**config.mk**
```make
export PLATFORM = sky130hd
export DESIGN_NAME = tour_choice_ctrl
export DESIGN_NICKNAME = d
export VERILOG_FILES = /design/src/rtl/tour_pred_pkg.sv /design/src/rtl/choice_table.sv /design/src/rtl/tour_choice_ctrl.sv
export SDC_FILE = /design/constraint.sdc
export NUM_CORES = 1
export LEC_CHECK = 0
export BUFFER_PORTS_ARGS = -buffer_cell sky130_fd_sc_hd__buf_4
export CORE_ASPECT_RATIO = 1.1
export CORE_UTILIZATION = 40
export DETAILED_ROUTE_END_ITERATION = 7
export PLACE_DENSITY_LB_ADDON = 0.1
export SLEW_MARGIN = 20
export SYNTH_ARGS = -nofsm -noshare
export SYNTH_HDL_FRONTEND = slang
export SYNTH_SLANG_ARGS = --single-unit
```
**constraint.sdc**
```tcl
create_clock -name clk -period 13.1 [get_ports clk]
set_input_delay 2.62 -clock clk [delete_from_list [all_inputs] [get_ports clk]]
set_output_delay 2.62 -clock clk [all_outputs]
set_load 0.05 [all_outputs]
```
**src/rtl/tour_pred_pkg.sv**
```systemverilog
// Shared encodings, defaults and helpers for the tournament predictor chooser/history controller.
package tour_pred_pkg;

   localparam int CH_IDX_W_DEF = 6;
   localparam int GHR_W_DEF    = 8;

   // Chooser encoding: MSB set means the global predictor is selected.
   localparam logic [1:0] CH_STRONG_LOC = 2'b00;
   localparam logic [1:0] CH_WEAK_LOC   = 2'b01;
   localparam logic [1:0] CH_WEAK_GLO   = 2'b10;
   localparam logic [1:0] CH_STRONG_GLO = 2'b11;
   localparam logic [1:0] CH_INIT_DEF   = CH_WEAK_LOC;

   typedef enum logic {
      ST_INIT,
      ST_RUN
   } ctrlState_e;

   function automatic logic [1:0] chooserStep(input logic [1:0] cur, input logic towardGlo);
      logic [1:0] nxt;
      nxt = cur;
      if (towardGlo) begin
         if (cur != CH_STRONG_GLO) nxt = cur + 2'd1;
      end else begin
         if (cur != CH_STRONG_LOC) nxt = cur - 2'd1;
      end
      return nxt;
   endfunction

endpackage

```
**src/rtl/choice_table.sv**
```systemverilog
// PC-indexed 2-bit chooser storage: async read for D, sync saturating train write for M,
// and an init-walk port that takes priority over training.
module choice_table
   import tour_pred_pkg::*;
#(
   parameter int         IDX_W    = CH_IDX_W_DEF,
   parameter logic [1:0] INIT_VAL = CH_INIT_DEF
) (
   input  logic             clk,
   input  logic [IDX_W-1:0] rdIdx,
   output logic [1:0]       rdData,
   input  logic             initEn,
   input  logic [IDX_W-1:0] initIdx,
   input  logic             trainEn,
   input  logic [IDX_W-1:0] trainIdx,
   input  logic             trainTowardGlo
);

   localparam int DEPTH = 2 ** IDX_W;

   logic [1:0] mem_q [0:DEPTH-1];
   logic [1:0] trainNext;

   assign rdData = mem_q[rdIdx];

   always_comb begin
      trainNext = chooserStep(mem_q[trainIdx], trainTowardGlo);
   end

   // No reset on the array itself; the controller's init walk rewrites every entry.
   always_ff @(posedge clk) begin
      if (initEn) begin
         mem_q[initIdx] <= INIT_VAL;
      end else if (trainEn) begin
         mem_q[trainIdx] <= trainNext;
      end
   end

endmodule

```
**src/rtl/tour_choice_ctrl.sv**
```systemverilog
// Tournament chooser/history controller: D-stage selection, speculative GHR with M-stage
// repair, chooser training, post-reset table init walk and a saturating mispredict counter.
module tour_choice_ctrl
   import tour_pred_pkg::*;
#(
   parameter int         CH_IDX_W = CH_IDX_W_DEF,
   parameter int         GHR_W    = GHR_W_DEF,
   parameter logic [1:0] CH_INIT  = CH_INIT_DEF
) (
   input  logic             clk,
   input  logic             rst,
   input  logic             stallD,
   input  logic             flushD,
   input  logic             branchD,
   input  logic [31:0]      pcD,
   input  logic             pred_takeD_loc,
   input  logic             pred_takeD_glo,
   output logic             pred_takeD,
   output logic             choice_gloD,
   output logic [GHR_W-1:0] ghrD,
   input  logic             branchM,
   input  logic [31:0]      pcM,
   input  logic             actual_takeM,
   input  logic             pred_takeM,
   input  logic             pred_locM,
   input  logic             pred_gloM,
   input  logic [GHR_W-1:0] ghr_ckptM,
   output logic             pred_wrongM,
   output logic             init_busy,
   output logic [15:0]      mispred_cnt
);

   localparam logic [CH_IDX_W-1:0] LAST_IDX = '1;

   ctrlState_e          state_q, state_d;
   logic [CH_IDX_W-1:0] ptr_q, ptr_d;
   logic [GHR_W-1:0]    ghr_q;
   logic [15:0]         cnt_q;

   logic                run;
   logic [1:0]          chooserD;
   logic                trainEn;
   logic                unusedBits;

   assign run = (state_q == ST_RUN) & ~rst;

   choice_table #(
      .IDX_W    (CH_IDX_W),
      .INIT_VAL (CH_INIT)
   ) u_table (
      .clk            (clk),
      .rdIdx          (pcD[CH_IDX_W+1:2]),
      .rdData         (chooserD),
      .initEn         ((state_q == ST_INIT) & ~rst),
      .initIdx        (ptr_q),
      .trainEn        (trainEn),
      .trainIdx       (pcM[CH_IDX_W+1:2]),
      .trainTowardGlo (pred_gloM == actual_takeM)
   );

   always_ff @(posedge clk) begin
      if (rst) begin
         state_q <= ST_INIT;
         ptr_q   <= '0;
      end else begin
         state_q <= state_d;
         ptr_q   <= ptr_d;
      end
   end

   always_comb begin
      state_d = state_q;
      ptr_d   = ptr_q;
      case (state_q)
         ST_INIT: begin
            ptr_d = ptr_q + 1'b1;
            if (ptr_q == LAST_IDX) state_d = ST_RUN;
         end
         default: begin
            state_d = ST_RUN;
         end
      endcase
   end

   assign init_busy   = rst | (state_q == ST_INIT);
   assign choice_gloD = run & chooserD[1];
   assign pred_takeD  = run & branchD & (chooserD[1] ? pred_takeD_glo : pred_takeD_loc);
   assign ghrD        = ghr_q;
   assign pred_wrongM = run & branchM & (pred_takeM != actual_takeM);
   assign trainEn     = run & branchM & (pred_locM != pred_gloM);
   assign mispred_cnt = cnt_q;

   // A mispredict in M means the D-stage branch is on the wrong path, so repair wins.
   always_ff @(posedge clk) begin
      if (rst) begin
         ghr_q <= '0;
      end else if (pred_wrongM) begin
         ghr_q <= {ghr_ckptM[GHR_W-2:0], actual_takeM};
      end else if (run & branchD & ~stallD & ~flushD) begin
         ghr_q <= {ghr_q[GHR_W-2:0], pred_takeD};
      end
   end

   always_ff @(posedge clk) begin
      if (rst) begin
         cnt_q <= '0;
      end else if (pred_wrongM && (cnt_q != 16'hFFFF)) begin
         cnt_q <= cnt_q + 16'd1;
      end
   end

   assign unusedBits = ^{pcD[31:CH_IDX_W+2], pcD[1:0], pcM[31:CH_IDX_W+2], pcM[1:0],
                         ghr_ckptM[GHR_W-1]};

endmodule
```
==> results of run 1 <==
worst max-delay path by stage:
| stage | to | start | slack (ns) | cells past startpoint |
|---|---|---|---|---|
| 2_1_floorplan | pred_takeD | pcD[3] | 5.68 | 7 |
| 3_3_place_gp | pred_takeD | pcD[3] | 5.55 | 8 |
| 3_5_place_dp | pred_takeD | pcD[3] | 5.54 | 8 |
| 4_1_cts | pred_takeD | pcD[3] | 5.53 | 8 |
| 5_1_grt | pred_takeD | pcD[3] | 5.42 | 8 |
| 6_report | pred_takeD | pcD[3] | 5.49 | 8 |
per-stage QoR:
step	setup WS, ns	utilization [%]	total power (uW)	cell area (um2)
after global routing	5.42	47.2	1120	8660
final	5.49	47.2	1080	8660
after global placement	5.55	44.1	605	8080
after detailed placement	5.54	44.1	605	8080
after CTS	5.53	47.2	1090	8660
after floorplan	5.68	-	587	7490
area by class of cell:
type,count,area share [%]
sequential,159,51.6
multi-input combinational,343,32.7
timing repair buffer,60,5.20
clock buffer,17,4.91
tap,243,3.51
clock inverter,13,1.71
inverter,8,0.347
synthesized netlist by cell type, drive strengths merged, types with 2 or more instances:
| library cell | number | area (um2) |
|---|---|---|
| a2111oi | 2 | 17.5 |
| a21oi | 3 | 15.0 |
| a221oi | 5 | 43.8 |
| a22o | 2 | 17.5 |
| a22oi | 2 | 15.0 |
| a311oi | 7 | 61.3 |
| a31o | 3 | 26.3 |
| a31oi | 4 | 25.0 |
| and2 | 2 | 12.5 |
| buf | 18 | 123 |
| clkbuf | 13 | 48.8 |
| dfxtp | 31 | 621 |
| edfxtp | 128 | 3840 |
| ha | 2 | 25.0 |
| inv | 8 | 30.0 |
| maj3 | 2 | 20.0 |
| mux2 | 3 | 33.8 |
| mux2i | 13 | 130 |
| mux4 | 50 | 1170 |
| nand2 | 43 | 161 |
| nand2b | 6 | 37.5 |
| nand3 | 12 | 60.1 |
| nand3b | 2 | 15.0 |
| nand4 | 5 | 31.3 |
| nand4b | 2 | 17.5 |
| nor2 | 106 | 398 |
| nor2b | 4 | 25.0 |
| nor3 | 3 | 15.0 |
| nor3b | 4 | 30.0 |
| o21a | 2 | 15.0 |
| o21ai | 9 | 45.0 |
| o21bai | 2 | 15.0 |
| o22ai | 7 | 43.8 |
| or2 | 3 | 18.8 |
| or3 | 2 | 12.5 |
| xnor2 | 3 | 26.3 |
| xor2 | 18 | 158 |
routing by layer:
metal	vias up	GRT usage [%]
met2	126	32.1
met1	2346	24.8
li1	2173	-
met4	0	7.13
met5	-	0
met3	25	4.08
state kept, by name (all words and copies together), names as in the netlist:
name,count
u_table.mem_q,128
mispred_cnt,16
ghrD,8
ptr_q,6
state_q,1
report_power, final:
part | switching (uW) | leakage, uW | internal (uW)
logic | 30.4 | 0.00124 | 22.4
clock network | 191 | 0.000275 | 295
registers | 1.79 | 0.00169 | 540
total | 223 | 0.00321 | 857
layout by cell type (no fill, tap or decap), drive strengths merged, types with 9 or more instances in the layout:
master  netlist  final
mux4         50     50
xor2         18     18
mux2i        13     13
inv           8      9
dfxtp        31     31
o21ai         9      9
edfxtp      128    128
nand3        12     12
nor2        106    106
buf          18     60
clkbuf       13     17
nand2        43     43
kinds of logic after synthesis:
group | Yosys count
multiplexers | 66
flip-flops | 159
buffers and inverters | 39
adder cells (fa/ha/maj) | 4
AO/OA/AOI/OAI | 54
XOR/XNOR | 21
AND/OR/NAND/NOR | 198
critical path, stage by stage:
cell	delay [ns]
buf_4	0.30
mux4_1	0.64
mux4_2	0.49
o22ai_1	0.18
o22ai_1	0.21
mux2i_1	0.18
nor2_1	0.14
buf_4	0.21
==> run metrics, run 1 <==
Tcrit/Tclk final=58.1%; Synth Area in Adders=0.601%; 1st-pass router iterations=4; power per cell area=125 nW/um2; Setup CP Type=in -> out; CTS tree=done; Diodes inserted=0; WL final=17700 um; Layout Nets=675; Setup crit end kind=output pin; die height=146 um; Post-Layout Cell Count=843; via/cell ratio=5.54; Setup violations, final=0; Final Wtd Congestion=0.822; post-synthesis mux area share=17.8%; area occupied by multi-input gates=2830 um2; Cell Rows=52; R2R cell count=7; CTS root buf=clkbuf_16; Num CTS Buffers=17; unrepaired setup endpoints after global routing=false; vias in the first global route=4784; number of DRC markers in iteration 0=289; clock tree sinks=159; syn_nets=627; largest net degree at the start of global routing=41; WP data required=10.48 ns; Clock Path Buffers=2; LEAKAGE=0.00321 uW; met3 WL=661 um; die width=132 um; Final Hold Violating Endpoints=0; Slew headroom=36.4%; top sig layer=met4; grt ovf=0; WHS Endpoint=ghrD[7]; I/O pin count=112; largest family of logic cells by synthesized area=multiplexers; XOR/XNOR Fraction of Synth Area=2.45%; # DRC=0; post-cts sizing count=0; fmax=131 MHz; Post-DP HPWL=12000 um; Post-synth ARST share=0%; Vias=4670; worst skew pair latency=0.42 ns; routed wl met2=8750 um; EDFF count, synth=128; Global Route Usage Sum=19.3%; ys flop type=edfxtp_1; Initial Util=40.8%; Startpoint Class=input pin; synth unique cells=54; register-to-register setup slack=9.94 ns; maxcap violations=0; Detail Route Antenna Nets=0; Post-Synth Simple-Gate Area=11.6%; die area=19300 um2; worst-path fanout max=16; Post-CTS Setup Bufs=0; post-synthesis compound-gate area fraction=5.28%; wl on met1=7890 um; FF/Latch Area=4460 um2; status=complete, no violations; core area=18300 um2; Final TNS setup=0 ns; global-route wire length before repair=27500 um; Gate Count Post-Synth=541; I/O Buffers=58; Reg2Reg Launch Point=u_table.mem_q[39][0]; Seq/Total Area, Yosys=59.6%; initial antenna violation count=0; maximum vdd drop=0.0859 mV; Yosys warnings=0; syn avg cell area=13.8 um2; Hold Path Depth=2; Tmin final=7.61 ns; worst-margin pin slew=0.946 ns; share of layout cells above drive strength 1=22.7%; Synth Cell Area=7490 um2; endpoint of the worst register-to-register path=u_table.mem_q[61][0]; Placed Instances=813; routed wire length per instance=21.0 um; worst-case hold slack=0.499 ns; Yosys reg bits=159; Fill cells=1663; worst min path class=reg -> reg; synthesis-to-layout area growth=15.5%; WP data arrival=4.99 ns; H-tree depth=4; CTS clk-pin slew, worst paths=0.06 ns; hold_sp=ghrD[7]; final setup skew=0.0108 ns; Pins Over Slew Limit=0; hold buffers post-CTS=0
No activity file was read; power rests on OpenSTA's default activity.
==> run 2, diff against run 1 <==
ABC_AREA = 1   (was unset)
clock period = 7.9 ns   (was 13.1 ns; I/O delays follow)
==> run 2 against run 1 <==
  * Area after synthesis increased by 4.3%
  * Combinational power increased to 2.6 times the previous value
  * Largest power group unchanged
  * Flip-flop and latch count unchanged
  * Largest cell class unchanged
==> run metrics, run 2 <==
status=complete, no violations; most common cell in the synthesized netlist=nand2_1; Initial Util=40.9% (+0.092 points); Buf/Inv on CP=4 (+2); Tmin final=5.42 ns; Reg2Reg Launch Point=state_q; Final TNS setup=0 ns (unchanged); Pins Over Slew Limit=0 (unchanged); R2R cell count=8 (+1); Yosys warnings=0 (unchanged); routed wire length per instance=18.3 um (-13%); CTS root buf=clkbuf_16; maximum vdd drop=0.138 mV (+61%); largest net degree at the start of global routing=70 (+71%); grt ovf=0 (unchanged); syn avg cell area=8.85 um2 (-36%); maxcap violations=0 (unchanged); die area=20100 um2 (+4.3%); clock tree sinks=159 (unchanged); top cell type's share of synthesized area=49.2% (-2.1 points); commonest non-fill, non-tap cell in the layout=nand2_1; Critical Path Sink=pred_takeD; Critical Path Max Stage Delay=0.39 ns (-0.25 ns); EDFF count, synth=128 (unchanged); 1st-pass router iterations=5 (+1); CP max-delay cell=buf_4; synth unique cells=44 (-19%); Seq/Total Area, Yosys=57.1% (-2.5 points); Slew headroom=40.3% (+3.9 points); Setup CP Type=in -> out; Post-DP HPWL=13500 um (+13%); CTS clk-pin slew, worst paths=0.07 ns (about the same); top sig layer=met4; Power, Total=1880 uW (+74%); final setup skew=0.0110 ns (+0.000136 ns); via/cell ratio=5.31 (-4.1%); number of DRC markers in iteration 0=576 (+99%); H-tree depth=4 (unchanged); Diodes inserted=0 (unchanged); worst skew pair latency=0.43 ns (about the same); Num CTS Buffers=17 (unchanged); most frequent cell on the critical path=nand2_1; initial antenna violation count=0 (unchanged); most frequent cells in the layout=nand2_1 (203), nor2_1 (135), edfxtp_1 (128); ys flop type=edfxtp_1; register-to-register setup slack=5.11 ns (-4.83 ns); I/O Buffers=58 (unchanged); Post-CTS Setup Bufs=0 (unchanged); CTS tree=done; # DRC=0 (unchanged); worst min path class=reg -> reg; syn_nets=969 (+55%); die height=149 um (+2.1%); Top Family by Delay on Critical Path=buffers and inverters; core area=19100 um2 (+4.1%); wl on met1=9230 um (+17%); Final Hold Violating Endpoints=0 (unchanged); worst-path fanout max=33 (+17); Detail Route Antenna Nets=0 (unchanged); WL final=21600 um (+22%); cell accounting for the most synthesized area=edfxtp_1; fmax=184 MHz; share of layout cells above drive strength 1=13.1% (-9.6 points); WP data required=6.32 ns (-4.16 ns); Yosys reg bits=159 (unchanged); Biggest register=u_table.mem_q; vias in the first global route=6235 (+30%); post-cts sizing count=0 (unchanged); Post-synth ARST share=0% (unchanged); Setup violations, final=0 (unchanged); die width=135 um (+2.1%); WP depth=14 (+6); Synth Cell Area=7820 um2 (+4.3%); global-route wire length before repair=33600 um (+22%); critical path, cell by cell=buf_4 -> inv_1 -> buf_4 -> nand2_1 -> nand3_1 -> nand3_1 -> nand2_1 -> nand2_1 -> nand3_1 -> nand3_1 -> nand2_1 -> nand2_1 -> a21oi_1 -> buf_4; synthesis-to-layout area growth=15.4% (about the same); Clock Path Buffers=2 (unchanged); LEAKAGE=0.00356 uW (+11%); Setup crit end kind=output pin; routed wl met2=10800 um (+23%); worst-case hold slack=0.483 ns (-0.0157 ns); post-layout util=47.2% (+0.065 points); hold buffers post-CTS=0 (unchanged); power per cell area=208 nW/um2 (+67%); unrepaired setup endpoints after global routing=false; met3 WL=1090 um (+65%); endpoint of the worst register-to-register path=u_table.mem_q[31][0]; max reg flops=128 (unchanged); Startpoint Class=input pin; I/O pin count=112 (unchanged); Tcrit/Tclk final=68.7%; Gate Count Post-Synth=883 (+63%); Vias=6276 (+34%); Final Wtd Congestion=0.814 (-0.96%); Layout Nets=1007 (+49%); Worst Setup SP=pcD[2]; Post-synth top cells=nand2_1 (204), nor2_1 (136), edfxtp_1 (128); Global Route Usage Sum=22.7% (+3.4 points); Cell Rows=53 (+1.9%); worst-margin pin slew=0.894 ns (-0.0522 ns); largest cells by area after synthesis=edfxtp_1 (49%), nand2_1 (9.8%), dfxtp_1 (7.9%); WP data arrival=3.84 ns (-1.15 ns)
run 2: changes by cell type after synthesis, sizes merged, moves of 9 or more:
cell    delta
nand2    +165
o21ai     +79
nand3     +72
mux4      -50
inv       +48
nor2      +31
a21oi     +23
o22ai     +22
xor2      -15
mux2i     -13
nor4      +10
clkbuf     +9
run 2: area by class of cell:
type | count | area, um2
Inverter | 59 | 224
Sequential cell | 159 | 4460
Fill cell | 1890 | 10100
Timing Repair Buffer | 61 | 458
Clock buffer | 22 | 529
Multi-Input combinational cell | 623 | 2950
Tap cell | 247 | 309
Clock inverter | 10 | 90.1
run 2: cell families after synthesis:
logic type / Yosys count / synth area share (%)
AND/OR/NAND/NOR: 465 / 25.8
flip-flops: 159 / 57.1
AO/OA/AOI/OAI: 152 / 11.0
buffers and inverters: 101 / 5.30
XOR/XNOR: 4 / 0.448
adder cells (fa/ha/maj): 2 / 0.320
run 2: where the power goes:
part	total [uW]	leakage (uW)	internal, uW	switching (uW)
clock network	846	0.000308	510	335
registers	896	0.00167	895	1.68
logic	137	0.00158	41.2	95.7
run 2: worst min path at each step:
stage / from / endpoint / slack [ns] / cells after the start
after floorplan: ptr_q[4] / state_q / 0.45 / 2
after global placement: ptr_q[4] / state_q / 0.48 / 2
after detailed placement: ptr_q[4] / state_q / 0.47 / 2
after CTS: ptr_q[4] / state_q / 0.49 / 2
after global routing: ptr_q[4] / state_q / 0.52 / 2
final: ptr_q[4] / state_q / 0.48 / 2
run 2: worst min-delay path, delay by kind of cell, from the launching register on:
kind | cells | cell delay (ns)
AOI/OAI and AO/OA | 1 | 0.05
DFF | 1 | 0.32
and+or+nand+nor | 1 | 0.06
run 2: metrics by stage:
| stage | instances | area [um2] | worst slack [ns] |
|---|---|---|---|
| 2_1_floorplan | 883 | 7820 | 2.97 |
| 5_1_grt | 1181 | 9020 | 2.31 |
| 4_1_cts | 1181 | 9020 | 2.48 |
| 6_report | 1181 | 9020 | 2.48 |
| 3_3_place_gp | 1149 | 8400 | 2.47 |
| 3_5_place_dp | 1149 | 8400 | 2.45 |
run 2: routing by layer:
layer / up-vias / GRT usage [%]
met2: 187 / 40.2
met1: 2932 / 27.7
met3: 38 / 3.54
met5: - / 0
met4: 0 / 8.31
li1: 3119 / -
